==> src/rtl/l1_refill_ctrl.sv <==
// L1 data-cache miss handler: writes back a dirty victim line, then burst-reads
// the missing line word by word and returns it with a one-cycle ack.
module l1_refill_ctrl #(
  parameter int LINE_WORDS = 4,
  parameter int ADDR_W     = 32,
  parameter int TIMEOUT    = 255
) (
  input  logic                     clk,
  input  logic                     reset,
  input  logic                     miss_req,
  input  logic [ADDR_W-1:0]        miss_addr,
  input  logic                     victim_dirty,
  input  logic [ADDR_W-1:0]        victim_addr,
  input  logic [LINE_WORDS*32-1:0] victim_data,
  output logic [LINE_WORDS*32-1:0] fill_data,
  output logic                     miss_ack,
  output logic                     miss_err,
  output logic                     busy,
  output logic                     mem_req,
  output logic                     mem_we,
  output logic [ADDR_W-1:0]        mem_addr,
  output logic [31:0]              mem_wdata,
  input  logic                     mem_ready,
  input  logic [31:0]              mem_rdata,
  input  logic                     mem_rvalid
);

  localparam int CW  = $clog2(LINE_WORDS);
  localparam int OFF = CW + 2;
  localparam logic [ADDR_W-1:0] LINE_MASK = ADDR_W'((1 << OFF) - 1);
  localparam logic [CW-1:0]     LAST      = CW'(LINE_WORDS - 1);
  localparam logic [7:0]        TLIM      = 8'(TIMEOUT - 1);

  typedef enum logic [2:0] {IDLE, WB, RD_REQ, RD_WAIT, DONE} state_t;

  state_t                   state;
  logic [CW-1:0]            cnt;
  logic [CW-1:0]            cnt_inc;
  logic [7:0]               tcnt;
  logic [ADDR_W-1:0]        miss_base;
  logic [ADDR_W-1:0]        victim_base;
  logic [LINE_WORDS*32-1:0] victim_line;
  logic [LINE_WORDS*32-1:0] line_buf;
  logic [LINE_WORDS*32-1:0] line_next;
  logic                     stall_now;
  logic                     abort;

  function automatic logic [ADDR_W-1:0] word_addr(input logic [ADDR_W-1:0] base,
                                                   input logic [CW-1:0]     idx);
    return base + ADDR_W'({idx, 2'b00});
  endfunction

  assign cnt_inc = cnt + 1'b1;

  // A waiting cycle is any busy cycle that is neither a handshake nor a state change.
  assign stall_now = ((state == WB || state == RD_REQ) && !mem_ready) ||
                     (state == RD_WAIT && !mem_rvalid);
  assign abort     = stall_now && (tcnt == TLIM);

  always_comb begin
    line_next = line_buf;
    line_next[32*int'(cnt) +: 32] = mem_rdata;
  end

  // The line is assembled in line_buf and only copied to fill_data on completion,
  // so an aborted refill leaves the previously returned line untouched.
  always_ff @(posedge clk or posedge reset) begin
    if (reset) begin
      state       <= IDLE;
      cnt         <= '0;
      tcnt        <= '0;
      miss_base   <= '0;
      victim_base <= '0;
      victim_line <= '0;
      line_buf    <= '0;
      fill_data   <= '0;
      miss_ack    <= 1'b0;
      miss_err    <= 1'b0;
      busy        <= 1'b0;
      mem_req     <= 1'b0;
      mem_we      <= 1'b0;
      mem_addr    <= '0;
      mem_wdata   <= '0;
    end else begin
      miss_ack <= 1'b0;
      miss_err <= 1'b0;
      tcnt     <= stall_now ? tcnt + 8'd1 : 8'd0;
      if (abort) begin
        state   <= IDLE;
        cnt     <= '0;
        tcnt    <= '0;
        busy    <= 1'b0;
        mem_req <= 1'b0;
        mem_we  <= 1'b0;
        miss_err <= 1'b0 | 1'b1;
      end else begin
        unique case (state)
          // The err cycle is already IDLE while the cache still holds miss_req.
          IDLE: begin
            if (miss_req && !miss_err) begin
              miss_base   <= miss_addr & ~LINE_MASK;
              victim_base <= victim_addr & ~LINE_MASK;
              victim_line <= victim_data;
              cnt         <= '0;
              busy        <= 1'b1;
              mem_req     <= 1'b1;
              mem_we      <= victim_dirty;
              mem_addr    <= victim_dirty ? (victim_addr & ~LINE_MASK) : (miss_addr & ~LINE_MASK);
              mem_wdata   <= victim_dirty ? victim_data[31:0] : 32'h0;
              state       <= victim_dirty ? WB : RD_REQ;
            end
          end
          WB: begin
            if (mem_ready) begin
              if (cnt == LAST) begin
                cnt       <= '0;
                mem_we    <= 1'b0;
                mem_wdata <= 32'h0;
                mem_addr  <= miss_base;
                state     <= RD_REQ;
              end else begin
                cnt       <= cnt_inc;
                mem_addr  <= word_addr(victim_base, cnt_inc);
                mem_wdata <= victim_line[32*int'(cnt_inc) +: 32];
              end
            end
          end
          RD_REQ: begin
            if (mem_ready) begin
              if (mem_rvalid) begin
                line_buf <= line_next;
                if (cnt == LAST) begin
                  cnt       <= '0;
                  mem_req   <= 1'b0;
                  fill_data <= line_next;
                  state     <= DONE;
                end else begin
                  cnt      <= cnt_inc;
                  mem_addr <= word_addr(miss_base, cnt_inc);
                end
              end else begin
                mem_req <= 1'b0;
                state   <= RD_WAIT;
              end
            end
          end
          RD_WAIT: begin
            if (mem_rvalid) begin
              line_buf <= line_next;
              if (cnt == LAST) begin
                cnt       <= '0;
                fill_data <= line_next;
                state     <= DONE;
              end else begin
                cnt      <= cnt_inc;
                mem_req  <= 1'b1;
                mem_addr <= word_addr(miss_base, cnt_inc);
                state    <= RD_REQ;
              end
            end
          end
          // First DONE cycle raises the ack, second drops it and returns to IDLE.
          DONE: begin
            if (!miss_ack) begin
              miss_ack <= 1'b1;
            end else begin
              busy  <= 1'b0;
              state <= IDLE;
            end
          end
          default: state <= IDLE;
        endcase
      end
    end
  end

endmodule

==> config.mk <==
export PLATFORM = sky130hd
export DESIGN_NAME = l1_refill_ctrl
export DESIGN_NICKNAME = d
export VERILOG_FILES = /design/src/rtl/l1_refill_ctrl.sv
export SDC_FILE = /design/constraint.sdc
export NUM_CORES = 1
export LEC_CHECK = 0
export CAP_MARGIN = 30
export CORE_MARGIN = 10
export CORE_UTILIZATION = 57
export CTS_CLUSTER_SIZE = 12
export DETAILED_ROUTE_END_ITERATION = 8
export HOLD_SLACK_MARGIN = 0.03
export PLACE_DENSITY = 0.87
export SYNTH_ARGS = -nofsm -noshare
export SYNTH_HDL_FRONTEND = slang
export SYNTH_SLANG_ARGS = --single-unit
==> constraint.sdc <==
create_clock -name clk -period 30.9 [get_ports clk]
set_input_delay 9.27 -clock clk [delete_from_list [all_inputs] [get_ports clk]]
set_output_delay 9.27 -clock clk [all_outputs]
set_load 0.005 [all_outputs]
==> flow_metrics.env <==
export IMPL_outcome="finished, final reports clean"
export IMPL_synth_ff_type="dfrtp_1"
export IMPL_fin_area_um2=28660
export IMPL_htree_levels=2
export IMPL_clkPwrFrac_pct=22.7
export IMPL_cap_violations=0
export IMPL_tightestPinTransition_ns=1.042
export IMPL_p_switching_mw=0.8624
export IMPL_synth_top_area_share_pct=57.59
export IMPL_routed_wl_um=64670
export IMPL_grtUsageTotal_pct=26.64
export IMPL_critPathMaxFanout=134
export IMPL_async_reset_ff_share_pct=100.0
export IMPL_cpMaxStageDelayCell="clkdlybuf4s50_1"
export IMPL_cts_resized=0
export IMPL_hold_viol=0
export IMPL_comb_power_share_pct=36.4
export IMPL_holdWs_ns=0.4787
export IMPL_cts_setup_buffers=0
export IMPL_grt_max_degree=135
export IMPL_finalPower_mw=2.686
export IMPL_multiInputGateArea_um2=8797
export IMPL_port_buffers=416
export IMPL_cts_tree="done"
export IMPL_post_route_drc_count=0
export IMPL_clk_latency_ns=0.60
export IMPL_syn_area_per_cell_um2=11.77
export IMPL_cts_root_buf="clkbuf_16"
export IMPL_crit_path_start_kind="primary input"
export IMPL_wl_per_cell_um=23.04
export IMPL_crit_path_cell_trace="clkdlybuf4s50_1 -> o21ai_1 -> nor3_4 -> nand2_8 -> buf_4 -> buf_16 -> nand2_1 -> o21ai_0"
export IMPL_p_leak_nw=12.31
export IMPL_p_int_mw=1.824
export IMPL_p_per_area_nw_per_um2=93.73
export IMPL_regArea_um2=13010
export IMPL_place_congestion=0.8311
export IMPL_yosysMostFrequentCell="dfrtp_1"
export IMPL_final_nets=2484
export IMPL_area_growth_pct=26.85
export IMPL_antenna_left=0
export IMPL_io_pins=427
export IMPL_holdBufCountCts=0
export IMPL_drive_above_1_share_pct=15.23
export IMPL_die_h_um=219.1
export IMPL_avgViaCountPerCell=6.021
export IMPL_fin_worst_skew_ns=0.02596
export IMPL_dp_cells=2705
export IMPL_n_fill_cell=2470
export IMPL_cp_buffers_inverters=3
export IMPL_dp_slack_ns=18.45
export IMPL_synth_commonest_cells="dfrtp_1 (520), nand2_1 (200), mux2_2 (185)"
export IMPL_finish_utilization_pct=73.65
export IMPL_ys_warn_count=0
export IMPL_coreArea_um2=38920
export IMPL_slowest_delay_ns=0.63
export IMPL_synthTopCellsByArea="dfrtp_1 (58%), mux2_2 (9.2%), a22o_1 (5.1%)"
export IMPL_start_util_pct=58.06
export IMPL_arrival_ns=12.07
export IMPL_instances_no_fill=2807
export IMPL_hold_path_class="reg -> reg"
export IMPL_syn_inst=1919
export IMPL_die_area_um2=48000
export IMPL_tns_ns=0
export IMPL_dr_pass1_iters=5
export IMPL_grt_pass1_wl_um=100800
export IMPL_switching_share_pct=32.10
export IMPL_grt_setup_unrepaired="no"
export IMPL_num_vias=16900
export IMPL_critical_path_class="in -> reg"
export IMPL_maxSlewHeadroom_pct=30.53
export IMPL_drt_initial_drc_count=1646
export IMPL_cp_end_kind="flop"
export IMPL_numCtsBuffers=53
export IMPL_setup_slack_ns=19.27
export IMPL_setup_viol=0
export IMPL_finalCriticalPeriod_ns=11.63
export IMPL_synthesis_area_um2=22600
export IMPL_first_global_vias=17910
export IMPL_final_max_slew_viol_count=0
export IMPL_post_route_period_util_pct=37.65
export IMPL_cp_required_ns=31.34
export IMPL_clkTransAtPathRegs_ns=0.06
export IMPL_cp_top_family="buffers and inverters"
export IMPL_synth_seq_cells=520
export IMPL_placed_area_um2=26900
export IMPL_ys_seq_area_share_pct=57.59
export IMPL_clock_sink_count=520
export IMPL_row_count=72
export IMPL_fmax_mhz=85.97
export IMPL_synth_top_area_cell="dfrtp_1"
export IMPL_antenna_found_initial=19
export IMPL_synth_edff_count=0
export IMPL_fp_dieW_um=219.1
export IMPL_overflow=0
export IMPL_vdd_drop_max_uv=63.49
export IMPL_place_hpwl_um=42500
export IMPL_clockBufferDepth=3
export IMPL_seqPwrFrac_pct=41.0
export IMPL_synth_cell_type_count=52
==> cell families (layout without fill, tap and decap cells) <==
logic type	Yosys count	in the layout	synth area share [%]
XOR/XNOR	7	7	0.2713
AO/OA/AOI/OAI	529	529	14.78
other	1	13	0.01660
AND/OR/NAND/NOR	419	419	9.170
multiplexers	249	249	13.83
buffers and inverters	186	544	3.898
flip-flops	520	520	57.59
adder cells (fa/ha/maj)	8	8	0.4430
==> cell type report <==
type	instances	share of cell area [%]
sequential	520	45.40
antenna	11	0.09604
multi-input combinational	1214	30.69
inverter	5	0.09167
timing repair buffer	452	15.78
clock inverter	7	0.2357
clock buffer	80	5.444
tap	518	2.261
==> sequential cells by signal (all words and copies together), names as in the netlist <==
signal       count
victim_line    128
mem_we           1
fill_data      128
miss_ack         1
mem_addr        30
line_buf       128
miss_base       28
miss_err         1
mem_req          1
mem_wdata       32
cnt              2
busy             1
state            3
victim_base     28
tcnt             8
==> layer usage <==
metal  GRT usage (%)  share of wire (%)
met5               0               0.11
met4           11.68                3.5
met3           7.813                9.7
met2           43.88                 49
met1           32.10                 38
==> cell usage in the layout, fill, tap and decap left out, types with 9 or more instances in the layout <==
cell / netlist / layout
clkdlybuf4s50_1: 0 / 415
o21ai_0: 158 / 157
nor2b_1: 132 / 132
mux4_2: 32 / 32
diode_2: 0 / 11
a221oi_1: 28 / 28
dfrtp_1: 520 / 519
a21oi_1: 136 / 136
mux2_2: 185 / 185
clkbuf_1: 75 / 16
a22oi_1: 32 / 32
nand2_1: 200 / 200
mux2i_1: 32 / 32
nor2_1: 52 / 51
a22o_1: 131 / 131
clkbuf_8: 0 / 9
buf_4: 7 / 31
o21ai_1: 38 / 37
clkbuf_16: 0 / 55
==> worst paths after layout <==
| kind | depth (start not counted) | endpoint | slack, ns | from |
|---|---|---|---|---|
| min in group asynchronous | 2 | mem_wdata[8]$_DFFE_PP0P_ | 9.29 | reset |
| min | 2 | mem_addr[28]$_DFFE_PP0P_ | 0.48 | mem_addr[28]$_DFFE_PP0P_ |
| max reg2reg | 9 | line_buf[94]$_DFFE_PP0P_ | 26.99 | cnt[0]$_DFFE_PP0P_ |
| max in group asynchronous | 5 | fill_data[45]$_DFFE_PP0P_ | 19.49 | reset |
| min reg2reg | 2 | mem_addr[28]$_DFFE_PP0P_ | 0.48 | mem_addr[28]$_DFFE_PP0P_ |
| max | 8 | fill_data[120]$_DFFE_PP0P_ | 19.27 | mem_rvalid |
==> tightest hold or removal path: cells and delay by family, from the launching register on <==
family	cells	cell delay, ns
AND/OR/NAND/NOR	1	0.05
AO/OA/AOI/OAI	1	0.06
flip-flops	1	0.34
==> power by group through the flow <==
stage,clock (mW),sequential (mW),combinational [mW]
floorplan,0,1.06,0.636
global placement,0,1.08,0.934
detailed placement,0,1.10,0.970
CTS,0.618,1.10,0.983
global route,0.648,1.13,1.06
finish,0.609,1.10,0.977
(Power assumes the default switching activity.)
